--- src/rtl/nn_pkg.sv ---
// Shared definitions for the sequential two-layer perceptron: FSM state
// encoding, configuration address map and the signed clamp used for both
// activation stages.
package nn_pkg;

    typedef enum logic [1:0] {
        ST_IDLE = 2'd0,
        ST_HID  = 2'd1,
        ST_OUT  = 2'd2,
        ST_DONE = 2'd3
    } state_e;

    // Widest accumulator the clamp helper can take without losing bits.
    localparam int CLAMP_W = 32;

    // Base of the output-neuron weights WO[j].
    function automatic int wo_base(input int n_in, input int n_hid);
        return n_in * n_hid;
    endfunction

    // Base of the hidden-neuron biases BH[j].
    function automatic int bh_base(input int n_in, input int n_hid);
        return n_in * n_hid + n_hid;
    endfunction

    // Address of the output bias BO, the last valid entry.
    function automatic int bo_addr(input int n_in, input int n_hid);
        return n_in * n_hid + 2 * n_hid;
    endfunction

    // Address width covering every entry up to and including BO.
    function automatic int cfg_aw(input int n_in, input int n_hid);
        return $clog2(n_in * n_hid + 2 * n_hid + 1);
    endfunction

    // Signed clamp into [lo, hi]; used for ReLU with upper saturation.
    function automatic logic signed [CLAMP_W-1:0] clamp_s(
        input logic signed [CLAMP_W-1:0] v,
        input logic signed [CLAMP_W-1:0] lo,
        input logic signed [CLAMP_W-1:0] hi
    );
        if (v < lo) return lo;
        else if (v > hi) return hi;
        else return v;
    endfunction

endpackage

--- src/rtl/nn_mlp_seq_if.sv ---
// Configuration, start/busy/done handshake and data bus of nn_mlp_seq.
interface nn_mlp_seq_if
    import nn_pkg::*;
#(
    parameter int N_IN  = 2,
    parameter int N_HID = 3,
    parameter int DW    = 2,
    parameter int BW    = 4,
    parameter int OW    = 2
);
    localparam int AW = cfg_aw(N_IN, N_HID);

    logic                 cfg_we;
    logic [AW-1:0]        cfg_addr;
    logic [BW-1:0]        cfg_data;
    logic                 start;
    logic [N_IN*DW-1:0]   x_in;
    logic                 busy;
    logic                 done;
    logic [OW-1:0]        y;

    modport master (
        output cfg_we, cfg_addr, cfg_data, start, x_in,
        input  busy, done, y
    );

    modport slave (
        input  cfg_we, cfg_addr, cfg_data, start, x_in,
        output busy, done, y
    );

endinterface

--- src/rtl/nn_mac.sv ---
// Shared signed multiply-accumulate: signed coefficient times unsigned data,
// added either to a sign-extended bias (preload) or to the running sum.
module nn_mac
    import nn_pkg::*;
#(
    parameter int DW    = 2,
    parameter int BW    = 4,
    parameter int ACC_W = 12
) (
    input  logic                    clk,
    input  logic                    rst,
    input  logic                    en,
    input  logic                    preload,
    input  logic signed [BW-1:0]    bias,
    input  logic signed [DW-1:0]    coef,
    input  logic [DW-1:0]           data,
    output logic signed [ACC_W-1:0] acc_next
);
    localparam int PW = 2 * DW + 1;

    logic signed [PW-1:0]    coef_x;
    logic signed [PW-1:0]    data_x;
    logic signed [PW-1:0]    prod;
    logic signed [ACC_W-1:0] acc;

    // Data is unsigned, so it is zero-extended before the signed multiply.
    assign coef_x   = PW'(coef);
    assign data_x   = $signed(PW'({1'b0, data}));
    assign prod     = coef_x * data_x;
    assign acc_next = (preload ? ACC_W'(bias) : acc) + ACC_W'(prod);

    // Accumulator register, advanced only while the FSM is evaluating.
    always_ff @(posedge clk) begin
        if (rst) acc <= '0;
        else if (en) acc <= acc_next;
    end

endmodule

--- src/rtl/nn_mlp_seq.sv ---
// Time-multiplexed two-layer perceptron: N_IN inputs, N_HID hidden neurons
// and one output neuron evaluated one product per clock on a shared MAC.
module nn_mlp_seq
    import nn_pkg::*;
#(
    parameter int N_IN  = 2,
    parameter int N_HID = 3,
    parameter int DW    = 2,
    parameter int BW    = 4,
    parameter int OW    = 2,
    parameter int ACC_W = 12
) (
    input logic         clk,
    input logic         rst,
    nn_mlp_seq_if.slave bus
);
    localparam int AW     = cfg_aw(N_IN, N_HID);
    localparam int IW     = (N_IN > 1) ? $clog2(N_IN) : 1;
    localparam int JW     = (N_HID > 1) ? $clog2(N_HID) : 1;
    localparam int PROD_W = 2 * DW + 1;
    localparam int SUM_W  = (BW > PROD_W) ? BW : PROD_W;
    localparam int TERMS  = ((N_IN > N_HID) ? N_IN : N_HID) + 1;
    localparam int NEED_W = SUM_W + $clog2(TERMS) + 1;

    localparam logic [1:0] S_IDLE = ST_IDLE;
    localparam logic [1:0] S_HID  = ST_HID;
    localparam logic [1:0] S_OUT  = ST_OUT;
    localparam logic [1:0] S_DONE = ST_DONE;

    localparam logic signed [CLAMP_W-1:0] H_MAX = CLAMP_W'((1 << DW) - 1);
    localparam logic signed [CLAMP_W-1:0] Y_MAX = CLAMP_W'((1 << OW) - 1);

    if (ACC_W < NEED_W || ACC_W > CLAMP_W) begin : g_acc_w_check
        $error("nn_mlp_seq: ACC_W=%0d outside [%0d, %0d]", ACC_W, NEED_W, CLAMP_W);
    end

    logic [1:0]              state;
    logic [IW-1:0]           i_cnt;
    logic [JW-1:0]           j_cnt;
    logic                    last_i;
    logic                    last_j;
    logic                    busy_w;
    logic                    wr_ok;
    logic                    done_r;
    logic [OW-1:0]           y_r;

    logic [DW-1:0]           x_reg [N_IN];
    logic [DW-1:0]           h_reg [N_HID];
    logic signed [DW-1:0]    wh    [N_HID][N_IN];
    logic signed [DW-1:0]    wo    [N_HID];
    logic signed [BW-1:0]    bh    [N_HID];
    logic signed [BW-1:0]    bo;

    logic                    mac_en;
    logic                    mac_preload;
    logic signed [BW-1:0]    mac_bias;
    logic signed [DW-1:0]    mac_coef;
    logic [DW-1:0]           mac_data;
    logic signed [ACC_W-1:0] acc_next;
    logic [DW-1:0]           h_val;
    logic [OW-1:0]           y_val;

    assign last_i = (i_cnt == IW'(N_IN - 1));
    assign last_j = (j_cnt == JW'(N_HID - 1));
    assign busy_w = (state == S_HID) || (state == S_OUT);
    assign wr_ok  = bus.cfg_we && !busy_w;

    assign h_val = DW'(clamp_s(CLAMP_W'(acc_next), '0, H_MAX));
    assign y_val = OW'(clamp_s(CLAMP_W'(acc_next), '0, Y_MAX));

    assign bus.busy = busy_w;
    assign bus.done = done_r;
    assign bus.y    = y_r;

    // Route the current layer's bias, weight and operand into the shared MAC.
    always_comb begin
        mac_en      = 1'b0;
        mac_preload = 1'b0;
        mac_bias    = '0;
        mac_coef    = '0;
        mac_data    = '0;
        case (state)
            S_HID: begin
                mac_en      = 1'b1;
                mac_preload = (i_cnt == '0);
                mac_bias    = bh[j_cnt];
                mac_coef    = wh[j_cnt][i_cnt];
                mac_data    = x_reg[i_cnt];
            end
            S_OUT: begin
                mac_en      = 1'b1;
                mac_preload = (j_cnt == '0);
                mac_bias    = bo;
                mac_coef    = wo[j_cnt];
                mac_data    = h_reg[j_cnt];
            end
            default: ;
        endcase
    end

    nn_mac #(
        .DW    (DW),
        .BW    (BW),
        .ACC_W (ACC_W)
    ) u_mac (
        .clk      (clk),
        .rst      (rst),
        .en       (mac_en),
        .preload  (mac_preload),
        .bias     (mac_bias),
        .coef     (mac_coef),
        .data     (mac_data),
        .acc_next (acc_next)
    );

    // Sequencer: walks (j,i) over the hidden layer, then j over the output
    // neuron; y and done are registered together so y is valid with done.
    always_ff @(posedge clk) begin
        if (rst) begin
            state  <= S_IDLE;
            i_cnt  <= '0;
            j_cnt  <= '0;
            done_r <= 1'b0;
            y_r    <= '0;
        end else begin
            done_r <= 1'b0;
            case (state)
                S_IDLE: begin
                    if (bus.start) begin
                        state <= S_HID;
                        i_cnt <= '0;
                        j_cnt <= '0;
                    end
                end
                S_HID: begin
                    if (last_i) begin
                        i_cnt <= '0;
                        if (last_j) begin
                            j_cnt <= '0;
                            state <= S_OUT;
                        end else begin
                            j_cnt <= j_cnt + 1'b1;
                        end
                    end else begin
                        i_cnt <= i_cnt + 1'b1;
                    end
                end
                S_OUT: begin
                    if (last_j) begin
                        j_cnt  <= '0;
                        state  <= S_DONE;
                        done_r <= 1'b1;
                        y_r    <= y_val;
                    end else begin
                        j_cnt <= j_cnt + 1'b1;
                    end
                end
                default: state <= S_IDLE;
            endcase
        end
    end

    // Input vector is frozen when a start is accepted.
    always_ff @(posedge clk) begin
        if (state == S_IDLE && bus.start) begin
            for (int i = 0; i < N_IN; i++) x_reg[i] <= bus.x_in[i*DW +: DW];
        end
    end

    // Hidden activation is written on the last input term of each neuron.
    always_ff @(posedge clk) begin
        if (rst) begin
            for (int j = 0; j < N_HID; j++) h_reg[j] <= '0;
        end else if (state == S_HID && last_i) begin
            h_reg[j_cnt] <= h_val;
        end
    end

    // Configuration bank; writes land only while no evaluation is running.
    always_ff @(posedge clk) begin
        if (rst) begin
            for (int j = 0; j < N_HID; j++) begin
                for (int i = 0; i < N_IN; i++) wh[j][i] <= '0;
                wo[j] <= '0;
                bh[j] <= '0;
            end
            bo <= '0;
        end else if (wr_ok) begin
            for (int j = 0; j < N_HID; j++) begin
                for (int i = 0; i < N_IN; i++) begin
                    if (bus.cfg_addr == AW'(j * N_IN + i))
                        wh[j][i] <= bus.cfg_data[DW-1:0];
                end
                if (bus.cfg_addr == AW'(wo_base(N_IN, N_HID) + j))
                    wo[j] <= bus.cfg_data[DW-1:0];
                if (bus.cfg_addr == AW'(bh_base(N_IN, N_HID) + j))
                    bh[j] <= bus.cfg_data;
            end
            if (bus.cfg_addr == AW'(bo_addr(N_IN, N_HID)))
                bo <= bus.cfg_data;
        end
    end

endmodule

--- src/flat_wrapper.sv ---
// flat-port wrapper written by rule: the top's interface ports become plain ports
module nn_mlp_seq_flat import nn_pkg::*;
#(
    parameter int N_IN  = 2,
    parameter int N_HID = 3,
    parameter int DW    = 2,
    parameter int BW    = 4,
    parameter int OW    = 2,
    parameter int ACC_W = 12
)
  (clk, rst, bus_cfg_we, bus_cfg_addr, bus_cfg_data, bus_start, bus_x_in, bus_busy, bus_done, bus_y);
  nn_mlp_seq_if #(.N_IN(N_IN), .N_HID(N_HID), .DW(DW), .BW(BW), .OW(OW)) bus_i ();
  input logic clk;
  input logic rst;
  input wire logic [$bits(bus_i.cfg_we)-1:0] bus_cfg_we;
  input wire logic [$bits(bus_i.cfg_addr)-1:0] bus_cfg_addr;
  input wire logic [$bits(bus_i.cfg_data)-1:0] bus_cfg_data;
  input wire logic [$bits(bus_i.start)-1:0] bus_start;
  input wire logic [$bits(bus_i.x_in)-1:0] bus_x_in;
  output wire logic [$bits(bus_i.busy)-1:0] bus_busy;
  output wire logic [$bits(bus_i.done)-1:0] bus_done;
  output wire logic [$bits(bus_i.y)-1:0] bus_y;
  assign bus_i.cfg_we = bus_cfg_we;
  assign bus_i.cfg_addr = bus_cfg_addr;
  assign bus_i.cfg_data = bus_cfg_data;
  assign bus_i.start = bus_start;
  assign bus_i.x_in = bus_x_in;
  assign bus_busy = bus_i.busy;
  assign bus_done = bus_i.done;
  assign bus_y = bus_i.y;
  nn_mlp_seq #(.N_IN(N_IN), .N_HID(N_HID), .DW(DW), .BW(BW), .OW(OW), .ACC_W(ACC_W)) u_core (.clk(clk), .rst(rst), .bus(bus_i));
endmodule
--- config.mk ---
export PLATFORM = sky130hd
export DESIGN_NAME = nn_mlp_seq_flat
export DESIGN_NICKNAME = d
export VERILOG_FILES = /design/src/rtl/nn_pkg.sv /design/src/rtl/nn_mlp_seq_if.sv /design/src/rtl/nn_mac.sv /design/src/rtl/nn_mlp_seq.sv /design/src/flat_wrapper.sv
export SDC_FILE = /design/constraint.sdc
export NUM_CORES = 1
export LEC_CHECK = 0
export CORE_MARGIN = 1
export CORE_UTILIZATION = 25
export DETAILED_ROUTE_END_ITERATION = 10
export GPL_ROUTABILITY_DRIVEN = 0
export HOLD_SLACK_MARGIN = 0.02
export SETUP_SLACK_MARGIN = 0.1
export SLEW_MARGIN = 20
export SYNTH_ARGS = -nofsm -noshare
export SYNTH_HDL_FRONTEND = slang
export SYNTH_HIERARCHICAL = 1
export SYNTH_SLANG_ARGS = --single-unit
--- constraint.sdc ---
create_clock -name clk -period 9.1 [get_ports clk]
set_clock_uncertainty 0.05 [all_clocks]
set_input_delay 0.91 -clock clk [delete_from_list [all_inputs] [get_ports clk]]
set_output_delay 0.91 -clock clk [all_outputs]
set_load 0.02 [all_outputs]
==> impl_metrics.tcl, run 1 <==
set metrics [dict create \
    clock-sinks 69 \
    reg_top3 "u_core/bh x12, u_core/u_mac/acc x12, u_core/wh x12" \
    path_depth 15 \
    r2r_cells 15 \
    setup_viol 0 \
    crit_chain "mux2i_1, o32ai_1, a21oi_1, o21ai_1, nor2b_1, fa_1, ha_1, nand2_1, o21ai_0, a31oi_1, xnor2_1, nor4_1, nand3_1, nand2_1, nor3_1" \
    crit_family "compound AO/OA/AOI/OAI gates" \
    portBuffers 19 \
    switching_share_pct 36.1 \
    dp_cells 628 \
    slew-limit-headroom_pct 34.7 \
    final_nets 465 \
    ys_seq_area_share_pct 44.2 \
    arrival_ns 5.60 \
    cpMaxStageDelayCell "dfxtp_1" \
    avgSynthCellArea_um2 9.89 \
    cts_resized 0 \
    slowest_delay_ns 0.86 \
    max_cap_violations 0 \
    crit_end "u_core/h_reg[0][0]" \
    synth-edff-count 42 \
    n_antenna_cell 0 \
    critical_path_class "register to register" \
    ir_worst_vdd_uv 123 \
    fillers 1687 \
    postCtsSetupBuffers 0 \
    synthArstFlopShare_pct 0 \
    overflow 0 \
    vias 3040 \
    h-tree-depth 3 \
    num_rows 46 \
    clockRootBuffer "clkbuf_16" \
    drt_iter0_drc 122 \
    synthesis.nets 454 \
    clk_latency_ns 0.34 \
    p_int_uw 755 \
    grt_pass1_vias 2992 \
    hold_depth 2 \
    clkTransAtPathRegs_ns 0.05 \
    viasPerCell 4.73 \
    cp_common_cell "nand2_1" \
    grt_max_degree 53 \
    cp-start-kind "register" \
    dieHeight_um 130 \
    power_density_nw_per_um2 250 \
    wirelength_um 8710 \
    synth_area_leaders "edfxtp_1, dfxtp_1, ha_1" \
    yosys_most_used_dff "edfxtp_1" \
    ys_seq_elements 69 \
    wire_per_inst_um 13.5 \
    p_leak_nw 1.76 \
    combPwrFrac_pct 36.9 \
    grt_setup_unrepaired "false" \
    cts_hold_repair.buffers 0 \
    max_slew.worst_pin.slew_ns 0.973 \
    crit_fanout 12 \
    crit_buf_inv 0 \
    drive_gt1_share_pct 8.90 \
    setup_tns_ns 0 \
    start_util_pct 25.7 \
    worstHoldPathType "register to register" \
    synth_top_area_share_pct 30.9 \
    hold_violations 0 \
    power_switching_uw 427 \
    cts_buffers 9 \
    status "completed" \
    cp.required_ns 9.12 \
    cp-end-kind "register" \
    coreArea_um2 15900 \
    synth_warnings 6 \
    final_cells 643 \
    die_area_um2 16800 \
    grt_util_all_layers_pct 11.3 \
    yosysTopAreaCell "edfxtp_1" \
    drtAntennaViolNets 0 \
    remaining_drc_errors 0 \
    firstDrtPassIters 5 \
    syn_to_final_growth_pct 15.9 \
    sequentialPowerShare_pct 34.8 \
    antenna_found_initial 0 \
    fmaxAchievable_ghz 0.179 \
    grt_first_pass_wirelength_um 14800 \
    pin_count 20 \
    rrSetupSlack_ns 3.52 \
    clkPwrFrac_pct 28.2 \
    fin_ws_ns 3.52 \
    rr_endpoint "u_core/h_reg[0][0]" \
    slew_violations 0 \
    syn_area_um2 4080 \
    dp_slack_ns 3.61 \
    finalCriticalPeriod_ns 5.58 \
    cts_max_path_buffers 2 \
    tritoncts "built" \
    yosysUniqueCellTypes 60 \
    dp_hpwl_um 6450 \
    fp.dieW_um 130 \
    fin_util_pct 29.7 \
    synthCells 412 \
    post-route-period-util_pct 61.3 \
]
## metrics by stage
step / hold WS, ns / power [mW] / cell area, µm²
finish: 0.432 / 1.18 / 4720
global route: 0.454 / 1.26 / 4720
CTS: 0.431 / 1.19 / 4720
detailed placement: 0.423 / 0.851 / 4440
global placement: 0.422 / 0.842 / 4440
floorplan: 0.406 / 0.747 / 4080
## tightest hold or removal path: cells and delay by family, from the launching register on
family,cells,cell delay [ns]
AND/OR/NAND/NOR,2,0.13
flip-flops,1,0.30
## cells in the mapped netlist, types with 2 or more instances
cell	instances
nand2_1	25
nor3_1	11
inv_1	17
a21o_1	13
nor4_1	5
mux4_2	2
o21ai_0	22
o211ai_1	2
mux2_2	3
edfxtp_1	42
a22o_1	2
nand3_1	12
a211oi_1	2
or4_1	2
xnor2_1	7
nor3b_1	3
o311ai_0	2
buf_4	4
clkbuf_1	12
nor3_2	2
o21bai_1	2
o32ai_1	2
nand2b_1	15
mux2i_1	23
a22o_2	2
a31o_2	5
nand4_1	4
o21ai_1	2
buf_1	2
nor2b_1	7
xor2_1	5
ha_1	24
dfxtp_1	27
nor2_1	52
a31oi_1	5
and2_1	4
a21oi_1	17
fa_1	2
## worst min path at each step
stage / startpoint / endpoint
floorplan: u_core/u_mac/acc[0] / u_core/u_mac/acc[0]
global route: u_core/bus.y[1] / u_core/bus.y[1]
finish: u_core/u_mac/acc[2] / u_core/u_mac/acc[2]
global placement: u_core/bo[0] / u_core/bo[0]
detailed placement: u_core/u_mac/acc[2] / u_core/u_mac/acc[2]
CTS: u_core/u_mac/acc[2] / u_core/u_mac/acc[2]
## cell type report
type	instances	area [µm²]	area share (%)
repair buffers	21	200	4.24
flip-flops and latches	69	1800	38.1
clock inverters	4	50.0	1.06
clock buffers	11	233	4.93
multi-input cells	305	2110	44.6
inverters	17	63.8	1.35
well taps	216	270	5.72
## power by group through the flow
stage                     sequential, mW  combinational, mW  clock [mW]
after floorplan                    0.396              0.351           0
after global placement             0.416              0.426           0
after detailed placement           0.418              0.433           0
after CTS                          0.412              0.436       0.341
after global routing               0.417              0.487       0.356
final                              0.412              0.437       0.334
## routing by layer
metal / share of wire [%] / routed length [µm] / GRT usage (%) / vias up
met3: 3.9 / 338 / 2.73 / 12
met1: 50 / 4330 / 15.1 / 1449
met2: 45 / 3930 / 18.0 / 55
li1: - / - / - / 1524
met4: 1.4 / 119 / 3.90 / 0
met5: 0 / 0 / 0 / -
## cells by family (layout without fill, tap and decap cells)
kind of cell	Yosys count	in the layout	synth area share, %
AO/OA/AOI/OAI	88	88	14.5
XOR/XNOR	12	12	2.58
adder cells (fa/ha/maj)	26	26	8.35
buffers and inverters	38	53	4.11
flip-flops	69	69	44.2
multiplexers	28	28	7.58
AND/OR/NAND/NOR	151	151	18.7
## cell usage in the layout (no fill, tap or decap), types with 9 or more instances in the layout
master / count
clkbuf_16: 9
nand3_1: 12
mux2i_1: 23
nor3_1: 11
clkdlybuf4s50_1: 18
nor2_1: 52
nand2_1: 25
a21o_1: 13
inv_1: 17
o21ai_0: 22
dfxtp_1: 27
ha_1: 24
edfxtp_1: 42
a21oi_1: 17
nand2b_1: 15
Note: power is estimated with default switching activity, not from simulation.
==> inputs of run 2 (changes only) <==
Clock period 9.1 ns to 5.6 ns, I/O delays scaled along.
==> run 2 against run 1 <==
Critical path depth increased by 2; combinational power increased by 66%; via count increased by 0.59%; cell count increased by 0.47%; sequential cell count unchanged; largest power group unchanged; routed wire length increased by 5.6%; first-iteration DRC count increased by 61%; cell area increased by 1.4%.
==> impl_metrics.tcl, run 2 (same netlist as run 1, synthesis figures left out) <==
set metrics [dict create \
    fin_ws_ns 0.733 \
    clk_latency_ns 0.34 \
    tritoncts "built" \
    cp.required_ns 5.63 \
    cp-end-kind "register" \
    wire_per_inst_um 14.2 \
    viasPerCell 4.73 \
    n_antenna_cell 0 \
    design_area_um2 4790 \
    antenna_found_initial 0 \
    hold_violations 0 \
    post_dp_cell_area_um2 4460 \
    num_rows 46 \
    pin_count 20 \
    grt_first_pass_wirelength_um 15400 \
    start_util_pct 25.7 \
    crit_fanout 12 \
    drtAntennaViolNets 0 \
    wirelength_um 9200 \
    status "completed" \
    die_area_um2 16800 \
    min_to "u_core/u_mac/acc[2]" \
    hold_depth 2 \
    worst_hold_slack_ns 0.431 \
    final_nets 467 \
    crit_buf_inv 1 \
    p_leak_nw 1.80 \
    fp.dieW_um 130 \
    holdCritStartpoint "u_core/u_mac/acc[2]" \
    rrSetupSlack_ns 0.73 \
    post-route-period-util_pct 86.9 \
    power.total_mw 2.02 \
    portBuffers 19 \
    setup_tns_ns 0 \
    cp-start-kind "register" \
    grt_setup_unrepaired "false" \
    critical_path_class "register to register" \
    vias 3058 \
    rr_endpoint "u_core/h_reg[0][0]" \
    ir_worst_vdd_uv 179 \
    cpMaxStageDelayCell "dfxtp_1" \
    r2r_cells 17 \
    clkTransAtPathRegs_ns 0.06 \
    grt_pass1_vias 3077 \
    syn_to_final_growth_pct 17.6 \
    finalCriticalPeriod_ns 4.87 \
    crit_chain "mux2i_1, o21ai_0, nand4_1, o21ai_1, buf_4, nor2b_1, fa_1, fa_1, a21o_2, a31oi_2, o211ai_1, nand2_1, xnor2_1, nor4_1, nand3_1, nand2_1, nor3_1" \
    max_cap_violations 0 \
    worstHoldPathType "register to register" \
    cts_hold_repair.buffers 0 \
    firstDrtPassIters 4 \
    grt_max_degree 53 \
    remaining_drc_errors 0 \
    dieHeight_um 130 \
    fmaxAchievable_ghz 0.205 \
    clockRootBuffer "clkbuf_16" \
    mostFrequentLayoutCell "nor2_1" \
    postCtsSetupBuffers 0 \
    grt_util_all_layers_pct 12.0 \
    dp_hpwl_um 6810 \
    cts_max_path_buffers 2 \
    cts_resized 0 \
    overflow 0 \
    arrival_ns 4.90 \
    h-tree-depth 3 \
    slowest_delay_ns 0.81 \
    drive_gt1_share_pct 10.2 \
    reg_top3 "u_core/bh x12, u_core/u_mac/acc x12, u_core/wh x12" \
    drt_iter0_drc 196 \
    final_cell_mix "nor2_1, edfxtp_1, dfxtp_1, nand2_1, ha_1" \
    slew_violations 0 \
    setup_viol 0 \
    crit_family "simple AND/OR/NAND/NOR gates" \
    coreArea_um2 15900 \
    clock-sinks 69 \
    cts_buffers 9 \
    power_density_nw_per_um2 422 \
    max_slew.worst_pin.slew_ns 0.765 \
    slew-limit-headroom_pct 48.9 \
    dp_slack_ns 0.715 \
]
[run 2: cell count changes in the layout (fill, tap and decap cells not counted), sizes merged]
| cell | delta |
|---|---|
| buf | +2 |
| bufinv | +1 |
| clkinv | -1 |
| inv | +1 |
[run 2: layout make-up]
class	instances	area (µm²)
Tap cell	216	270
Sequential cell	69	1800
Clock inverter	5	81.3
Clock buffer	11	253
Timing Repair Buffer	23	215
Inverter	17	63.8
Multi-Input combinational cell	305	2110
Fill cell	1675	11100
[run 2: report_power, final]
| group | internal, mW | switching [mW] |
|---|---|---|
| sequential | 0.610 | 0.0560 |
| combinational | 0.283 | 0.442 |
| clock | 0.414 | 0.216 |
[run 2: how the worst max path moves through the flow]
stage	depth (start not counted)	startpoint	slack (ns)	end
floorplan	17	u_core/state[1]	1.10	u_core/h_reg[0][1]
global placement	16	register	0.87	u_core/h_reg[0][1]
detailed placement	16	register	0.72	u_core/h_reg[0][0]
CTS	17	register	0.71	u_core/h_reg[0][0]
global route	18	u_core/state[1]	0.36	u_core/h_reg[0][1]
finish	17	register	0.73	u_core/h_reg[0][0]
[run 2: routing by layer]
metal / wire length, µm / part of all wire (%) / track usage, % / up-vias
li1: - / - / - / 1521
met5: 0 / 0 / 0 / -
met2: 4320 / 47 / 18.9 / 54
met3: 304 / 3.3 / 3.18 / 8
met1: 4470 / 49 / 15.7 / 1475
met4: 105 / 1.1 / 4.72 / 0
[run 2: tightest hold or removal path: stages (launching register included)]
cell     delay (ns)
dfxtp_1        0.31
nor2_1         0.08
nor3_1         0.05
[run 2: per-stage QoR]
stage | std cells | utilization [%]
finish | 646 | 30.2
global route | 646 | 30.2
CTS | 646 | 30.2
detailed placement | 630 | 28.1
global placement | 630 | 28.1
floorplan | 412 | -
